[config.mk]
export PLATFORM = sky130hd
export DESIGN_NAME = ld_unit_seq
export DESIGN_NICKNAME = d
export VERILOG_FILES = /design/src/rtl/ld_unit_seq.sv
export SDC_FILE = /design/constraint.sdc
export NUM_CORES = 1
export LEC_CHECK = 0
export ABC_CLOCK_PERIOD_IN_PS = 2700
export BUFFER_PORTS_ARGS = -buffer_cell sky130_fd_sc_hd__buf_2
export CAP_MARGIN = 20
export CORE_MARGIN = 2
export CORE_UTILIZATION = 50
export CTS_BUF_LIST = sky130_fd_sc_hd__clkbuf_8
export DETAILED_ROUTE_END_ITERATION = 8
export PLACE_DENSITY = 0.83
export SYNTH_ARGS = -nofsm -noshare
export SYNTH_HDL_FRONTEND = slang
export SYNTH_SLANG_ARGS = --single-unit
export TNS_END_PERCENT = 10
[constraint.sdc]
create_clock -name clk -period 2.7 [get_ports clk]
set_input_delay 0.135 -clock clk [delete_from_list [all_inputs] [get_ports clk]]
set_output_delay 0.135 -clock clk [all_outputs]
set_load 0.03 [all_outputs]
[src/rtl/ld_unit_seq.sv]
// Sequential load unit: merges an immediate byte into a lane of the A/B base operand,
// or reads a word from data memory over a req/ack handshake with a bounded wait.
module ld_unit_seq #(
    parameter int DATA_W  = 16,
    parameter int ADDR_W  = 8,
    parameter int TIMEOUT = 15
) (
    input  logic              clk,
    input  logic              rst,
    input  logic              start,
    input  logic [15:0]       ins,
    input  logic [DATA_W-1:0] a_in,
    input  logic [DATA_W-1:0] b_in,
    output logic [ADDR_W-1:0] mem_addr,
    output logic              mem_req,
    input  logic              mem_ack,
    input  logic [DATA_W-1:0] mem_rdata,
    output logic [DATA_W-1:0] out,
    output logic              busy,
    output logic              done,
    output logic              err
);

    localparam int NLANES = DATA_W / 8;

    typedef enum logic [1:0] {
        IDLE = 2'd0,
        REQ  = 2'd1,
        FIN  = 2'd2
    } state_t;

    state_t state_reg;
    state_t state_next;

    logic [DATA_W-1:0] out_reg;
    logic [ADDR_W-1:0] mem_addr_reg;
    logic              mem_req_reg;
    logic              err_reg;
    logic [7:0]        to_cnt_reg;

    // Instruction fields, only meaningful on the cycle start is accepted
    logic              sel_b;
    logic              is_imm;
    logic              indexed;
    logic [1:0]        lane;
    logic [7:0]        imm;
    logic [DATA_W-1:0] base;
    logic              lane_ok;
    logic [DATA_W-1:0] merged;
    logic [ADDR_W-1:0] addr_imm;
    logic [ADDR_W-1:0] addr_base;
    logic [ADDR_W-1:0] addr_calc;
    logic              accept;
    logic              ack_seen;
    logic              timeout_hit;

    assign sel_b   = ins[11];
    assign is_imm  = ins[10];
    assign indexed = ins[9];
    assign lane    = ins[9:8];
    assign imm     = ins[7:0];
    assign base    = sel_b ? b_in : a_in;

    // lane is only two bits wide, so compare at 32 bits to cover NLANES up to 8
    assign lane_ok = ({30'd0, lane} < 32'(NLANES));

    generate
        for (genvar gi = 0; gi < NLANES; gi++) begin : g_lane
            assign merged[8*gi +: 8] = ({30'd0, lane} == 32'(gi)) ? imm : base[8*gi +: 8];
        end
    endgenerate

    assign addr_imm  = ADDR_W'(imm);
    assign addr_base = ADDR_W'(base);
    assign addr_calc = indexed ? (addr_imm + addr_base) : addr_imm;

    assign accept      = (state_reg == IDLE) && start;
    assign ack_seen    = mem_req_reg && mem_ack;
    assign timeout_hit = (to_cnt_reg == 8'(TIMEOUT - 1));

    always_ff @(posedge clk) begin
        if (rst) begin
            state_reg <= IDLE;
        end else begin
            state_reg <= state_next;
        end
    end

    always_comb begin
        state_next = state_reg;
        case (state_reg)
            IDLE: begin
                if (start) begin
                    state_next = is_imm ? FIN : REQ;
                end
            end
            REQ: begin
                if (ack_seen || timeout_hit) begin
                    state_next = FIN;
                end
            end
            FIN:     state_next = IDLE;
            default: state_next = IDLE;
        endcase
    end

    // err is a one-cycle pulse that lines up with FIN, so it is cleared by default
    always_ff @(posedge clk) begin
        if (rst) begin
            out_reg      <= '0;
            mem_addr_reg <= '0;
            mem_req_reg  <= 1'b0;
            err_reg      <= 1'b0;
            to_cnt_reg   <= '0;
        end else begin
            err_reg <= 1'b0;
            if (accept) begin
                if (is_imm) begin
                    if (lane_ok) begin
                        out_reg <= merged;
                    end else begin
                        err_reg <= 1'b1;
                    end
                end else begin
                    mem_req_reg  <= 1'b1;
                    mem_addr_reg <= addr_calc;
                    to_cnt_reg   <= '0;
                end
            end else if (state_reg == REQ) begin
                if (ack_seen) begin
                    out_reg     <= mem_rdata;
                    mem_req_reg <= 1'b0;
                end else if (timeout_hit) begin
                    mem_req_reg <= 1'b0;
                    err_reg     <= 1'b1;
                end else begin
                    to_cnt_reg <= to_cnt_reg + 8'd1;
                end
            end
        end
    end

    assign out      = out_reg;
    assign mem_addr = mem_addr_reg;
    assign mem_req  = mem_req_reg;
    assign err      = err_reg;
    assign done     = (state_reg == FIN);
    assign busy     = (state_reg != IDLE);

endmodule

==> flow_summary.ini, run 1 <==
[yosys]
synth_xor_area_frac = 0.0306
postSynthCellCount = 272
syn_nets = 350
synth-simple-area-share = 0.191
synth-seq-area-share = 0.315
synthMuxAreaShare = 0.131
synth_top_family_by_area = compound AO/OA/AOI/OAI gates
synth_area_per_cell_um2 = 8.41
netlist_area_mm2 = 0.00229
yosys_warnings = 0
ys_seq_elements = 36
synth_fa_ha_area_frac = 0.0580
synth_compound_area_frac = 0.226
yosys.cell_types.count = 41

[power]
p_int_w = 0.000898
p_clk_frac = 0.255
peakVddDrop_uv = 214
p_total_w = 0.00133
leakage_nw = 1.29
power.density_mw_per_mm2 = 473
seqPwrFrac = 0.435
pwr-share-comb = 0.310
power_switching_w = 0.000433
switching_share = 0.325

[sta]
fin_crit_ns = 2.00
period_share = 0.742
worstMarginPinSlew_ns = 0.604
setup_violations = 0
fin_skew_ns = 0.00617
drv_slew = 0
hold_violations = 0
final.setup.tns_ns = 0
grt_setup_unrepaired = false
slew-limit-headroom = 0.597
max_freq_mhz = 499

[grt]
gr-total-overflow = 0
grt_use_total = 0.223
antenna_found_initial = 0
grt_pass1_wl_um = 9110
grt_pass1_vias = 2074
grt_max_degree = 34

[die]
ioPinCount = 96
coreArea_mm2 = 0.00438
die_w_um = 71.6
fp-row-count = 24
die_h_um = 71.6
dieArea_mm2 = 0.00513
initial_core_util = 0.522

[route]
vias = 2236
drt_iter0_markers = 120
wire_per_inst_um = 13.9
ant_nets = 0
detail_route.wirelength_um = 5620
drc = 0
drt_first_pass_iters = 4
vias_per_cell = 5.52

[cts]
ctsHoldBuffers = 0
cts-resized-gates = 0
clkTransAtPathRegs_ns = 0.07
cts_tree = yes
numCtsBuffers = 5
clkLatencyLatePin_ns = 0.28
htree_levels = 2
max-clock-path-buffers = 2
post-cts-setup-buffers = 0
root_buffer = clkbuf_8
clock_sinks = 36

[worst_setup_path]
critPathKind = flip-flop to flip-flop
arrival_ns = 2.22
end_kind = flip-flop
cp_max_fo = 8
r2r_cells = 7
cp.required_ns = 2.92
cp-start-kind = flip-flop

[run_status]
outcome = completed

[job]
max-cap-violations = 0

[finish]
nNetsFinal = 433
drive_above_1_share = 0.320
largest_reg_flops = 16
area_growth_syn_to_layout_pct = 22.9
num_antenna_cells = 0

[hold_path]
holdPathStages = 3
worstHoldPathType = primary input to flip-flop

[placement]
dpl.hpwl_um = 4360
gp_congestion = 0.814
portBuffers = 91
power by group through the flow:
stage	clock network (W)	registers, W	logic (W)
global route	0.000363	0.000583	0.000455
floorplan	0	0.000643	0.000243
global placement	0	0.000591	0.000403
finish	0.000339	0.000580	0.000412
CTS	0.000352	0.000580	0.000415
detailed placement	0	0.000592	0.000412
synth_stat cells, drive strengths merged:
library cell,n,area [µm²]
nor2,42,165
dfxtp,36,721
a211oi,31,233
a21oi,22,114
mux2i,22,220
clkbuf,11,41.3
ha,9,113
o21a,9,67.6
nand2,8,30.0
nand3,8,40.0
buf,7,50.1
mux2,7,78.8
o21ai,6,30.0
inv,5,18.8
nor2b,4,25.0
xnor2,4,35.0
xor2,4,35.0
and3,3,18.8
nand2b,3,18.8
nor3,3,15.0
or2,3,18.8
or3,3,18.8
a21o,2,15.0
and2,2,12.5
nand3b,2,15.0
nand4,2,12.5
nor3b,2,25.0
nor4,2,12.5
o22ai,2,12.5
o31ai,2,15.0
a21boi,1,7.51
a22oi,1,7.51
fa,1,20.0
o211ai,1,7.51
o31a,1,8.76
or3b,1,8.76
per-stage QoR:
| step | cells | cell area (µm²) | hold slack, ns | worst slack (ns) | utilization |
|---|---|---|---|---|---|
| after global placement | 400 | 2740 | 0.458 | 0.611 | 0.626 |
| after global routing | 405 | 2810 | 0.175 | 0.443 | 0.641 |
| after floorplan | 272 | 2290 | 0.287 | 0.574 | - |
| after detailed placement | 400 | 2740 | 0.471 | 0.481 | 0.626 |
| after CTS | 405 | 2810 | 0.168 | 0.684 | 0.641 |
| final | 405 | 2810 | 0.175 | 0.697 | 0.641 |
layout by cell type (no fill, tap or decap), types with 3 or more instances in the layout:
cell / netlist / final
buf_2: 4 / 91
xor2_1: 4 / 4
nand2_1: 8 / 8
and3_1: 3 / 3
nor2b_1: 4 / 4
inv_1: 5 / 5
mux2i_1: 22 / 22
a211oi_1: 31 / 31
nand2b_1: 3 / 3
o21ai_0: 6 / 6
dfxtp_1: 36 / 36
nor3_1: 3 / 3
a21oi_1: 21 / 20
xnor2_1: 4 / 4
ha_1: 9 / 9
mux2_2: 7 / 7
o21a_1: 9 / 9
nor2_1: 41 / 41
buf_4: 1 / 3
nand3_1: 8 / 8
clkbuf_8: 0 / 5
or3_1: 3 / 3
cell families (layout without fill, tap and decap cells):
kind of cell               after synthesis  in the layout
adders and majority gates               10             10
and+or+nand+nor                         88             88
DFF                                     36             36
buffers and inverters                   23            104
AOI/OAI and AO/OA                       78             78
xor gates and xnor gates                 8              8
muxes                                   29             29
critical path: stages, from the launching register on:
cell and delay [ns]:
dfxtp_1 0.43, inv_1 0.07, ha_1 0.18, and3_1 0.19
a22oi_1 0.36, a21oi_2 0.19, or3_1 0.37, a21oi_1 0.14
layer usage:
layer  vias up  track usage  routed length [µm]
met1      1010        0.265                2370
met5         -            0                   0
met3         6       0.0464                 291
met2        65        0.389                2880
li1       1155            -                   -
met4         0       0.0922                  74
layout make-up:
| cell class | instances | area [µm²] |
|---|---|---|
| Fill cell | 376 | 1570 |
| Multi-Input combinational cell | 213 | 1460 |
| Sequential cell | 36 | 721 |
| Timing Repair Buffer | 94 | 478 |
| Clock buffer | 5 | 68.8 |
| Tap cell | 52 | 65.1 |
| Inverter | 5 | 18.8 |
final timing paths:
kind                 start       endpoint  slack [ns]
max          to_cnt_reg[0]  to_cnt_reg[7]        0.70
min                ins[10]            err        0.18
max reg2reg  to_cnt_reg[0]  to_cnt_reg[7]        0.70
min reg2reg         out[1]         out[1]        0.49
Note: power is estimated with default switching activity, not from simulation.
==> run 2: changes to the inputs <==
Settings changed: ABC_CLOCK_PERIOD_IN_PS 2700 to 1600, CORE_UTILIZATION 50 to 45, PLACE_DENSITY 0.83 to 0.79.
Clock period 2.7 ns to 1.6 ns, I/O delays scaled along.
==> flow_summary.ini, run 2 (synthesis gave the netlist of run 1 again) <==
[route]
vias_per_cell = 5.43
detail_route.wirelength_um = 6940
ant_nets = 0
drc = 0
wire_per_inst_um = 15.2
drt_first_pass_iters = 4
drt_iter0_markers = 206
vias = 2475

[worst_setup_path]
critPathKind = flip-flop to flip-flop
end_kind = flip-flop
reg2reg_slack_ns = -0.03
cp_max_fo = 7
cp.required_ns = 1.82
arrival_ns = 1.85
cp-start-kind = flip-flop
r2r_cells = 7

[power]
peakVddDrop_uv = 310
leakage_nw = 1.54
power.density_mw_per_mm2 = 756

[die]
dieArea_mm2 = 0.00567
ioPinCount = 96
die_w_um = 75.3
die_h_um = 75.3
initial_core_util = 0.475
coreArea_mm2 = 0.00482
fp-row-count = 25

[grt]
grt_use_total = 0.222
gr-total-overflow = 0
gr-max-usage-layer = met2
use_met1 = 0.270
grt_pass1_wl_um = 9790
antenna_found_initial = 0
use_met2 = 0.397
grt_max_degree = 34
grt_util_met3 = 0.0331
grt_pass1_vias = 2275

[cts]
clkLatencyLatePin_ns = 0.29
max-clock-path-buffers = 2
clkTransAtPathRegs_ns = 0.07
root_buffer = clkbuf_8
clock_sinks = 36
numCtsBuffers = 5
cts_tree = yes
htree_levels = 2

[job]
max-cap-violations = 0

[sta]
fin_crit_ns = 1.63
drv_slew = 0
slew-limit-headroom = 0.806
fin_skew_ns = 0.00647
grt_setup_unrepaired = true
worstMarginPinSlew_ns = 0.284
max_freq_mhz = 613
fin_ws_ns = -0.0302
period_share = 1.02
hold_violations = 0
final.setup.tns_ns = -0.107
setup_violations = 6

[finish]
drive_above_1_share = 0.483
final_common_cell = buf_2
final_cell_mix = buf_2, nor2_1, dfxtp_1
area_growth_syn_to_layout_pct = 49.9
layout.cells.non_filler = 456
largest_reg_flops = 16
num_antenna_cells = 0
nNetsFinal = 466
final_util = 0.712

[placement]
portBuffers = 91
dpl.hpwl_um = 4770
dp_cells = 440
gp_congestion = 0.833

[run_status]
violations = negative setup slack
outcome = complete, but fails checks

[hold_path]
holdPathStages = 3
worstHoldPathType = primary input to flip-flop
-- run 2: changes by cell type in the layout (fill, tap and decap cells not counted), moves of 3 or more --
cell,delta
ha_4,+4
a21oi_2,+3
a21oi_1,-4
buf_4,+25
ha_1,-4
clkbuf_16,+3
a211oi_1,-11
buf_12,+4
a211oi_2,+10
inv_2,+3
-- run 2: layer usage --
metal,routed length (µm),up-vias
li1,-,1214
met1,2940,1170
met5,0,-
met3,344,9
met4,83,0
met2,3570,82
-- run 2: critical path, stage by stage, from the launching register on --
cell and delay, ns:
dfxtp_2 0.34, inv_2 0.05, ha_4 0.14, and3_4 0.18, a22oi_2 0.26, a21oi_4 0.14, or3_4 0.35, a21oi_2 0.11
-- run 2: worst paths after layout --
kind | from | end
worst min-delay path | ins[10] | err
worst min register to register | mem_addr[1] | mem_addr[1]
worst max register to register | to_cnt_reg[0] | to_cnt_reg[3]
worst max-delay path | to_cnt_reg[0] | to_cnt_reg[3]
-- run 2: area by class of cell --
class / count / area, µm²
sequential: 36 / 723
fill: 387 / 1390
multi-input combinational: 213 / 1680
clock buffer: 6 / 82.6
timing repair buffer: 127 / 838
clock inverter: 2 / 7.51
inverter: 5 / 18.8
tap: 67 / 83.8
-- run 2: where the power goes --
part	switching [W]	internal [W]	total (W)
registers	0.0000282	0.000948	0.000976
logic	0.000504	0.000454	0.000958
clock network	0.000320	0.000339	0.000659
-- run 2: stage by stage --
stage | hold WS, ns | area [µm²] | total power, W | setup slack [ns]
final | 0.108 | 3430 | 0.00259 | -0.0302
after global routing | 0.125 | 3430 | 0.00271 | -0.0803
after CTS | 0.0981 | 3240 | 0.00249 | -0.00719
after detailed placement | 0.401 | 3050 | 0.00181 | -0.333
after global placement | 0.402 | 3050 | 0.00180 | -0.289
after floorplan | 0.232 | 2360 | 0.00152 | -0.191
-- run 2: repair_timing --
action                     4_1_cts  5_1_grt
pin swaps                        8       17
cloned                           0        3
gates resized for setup         17       25
setup buffers                    5        1
setup endpoints to repair       10       25
hold buffers                     0        0
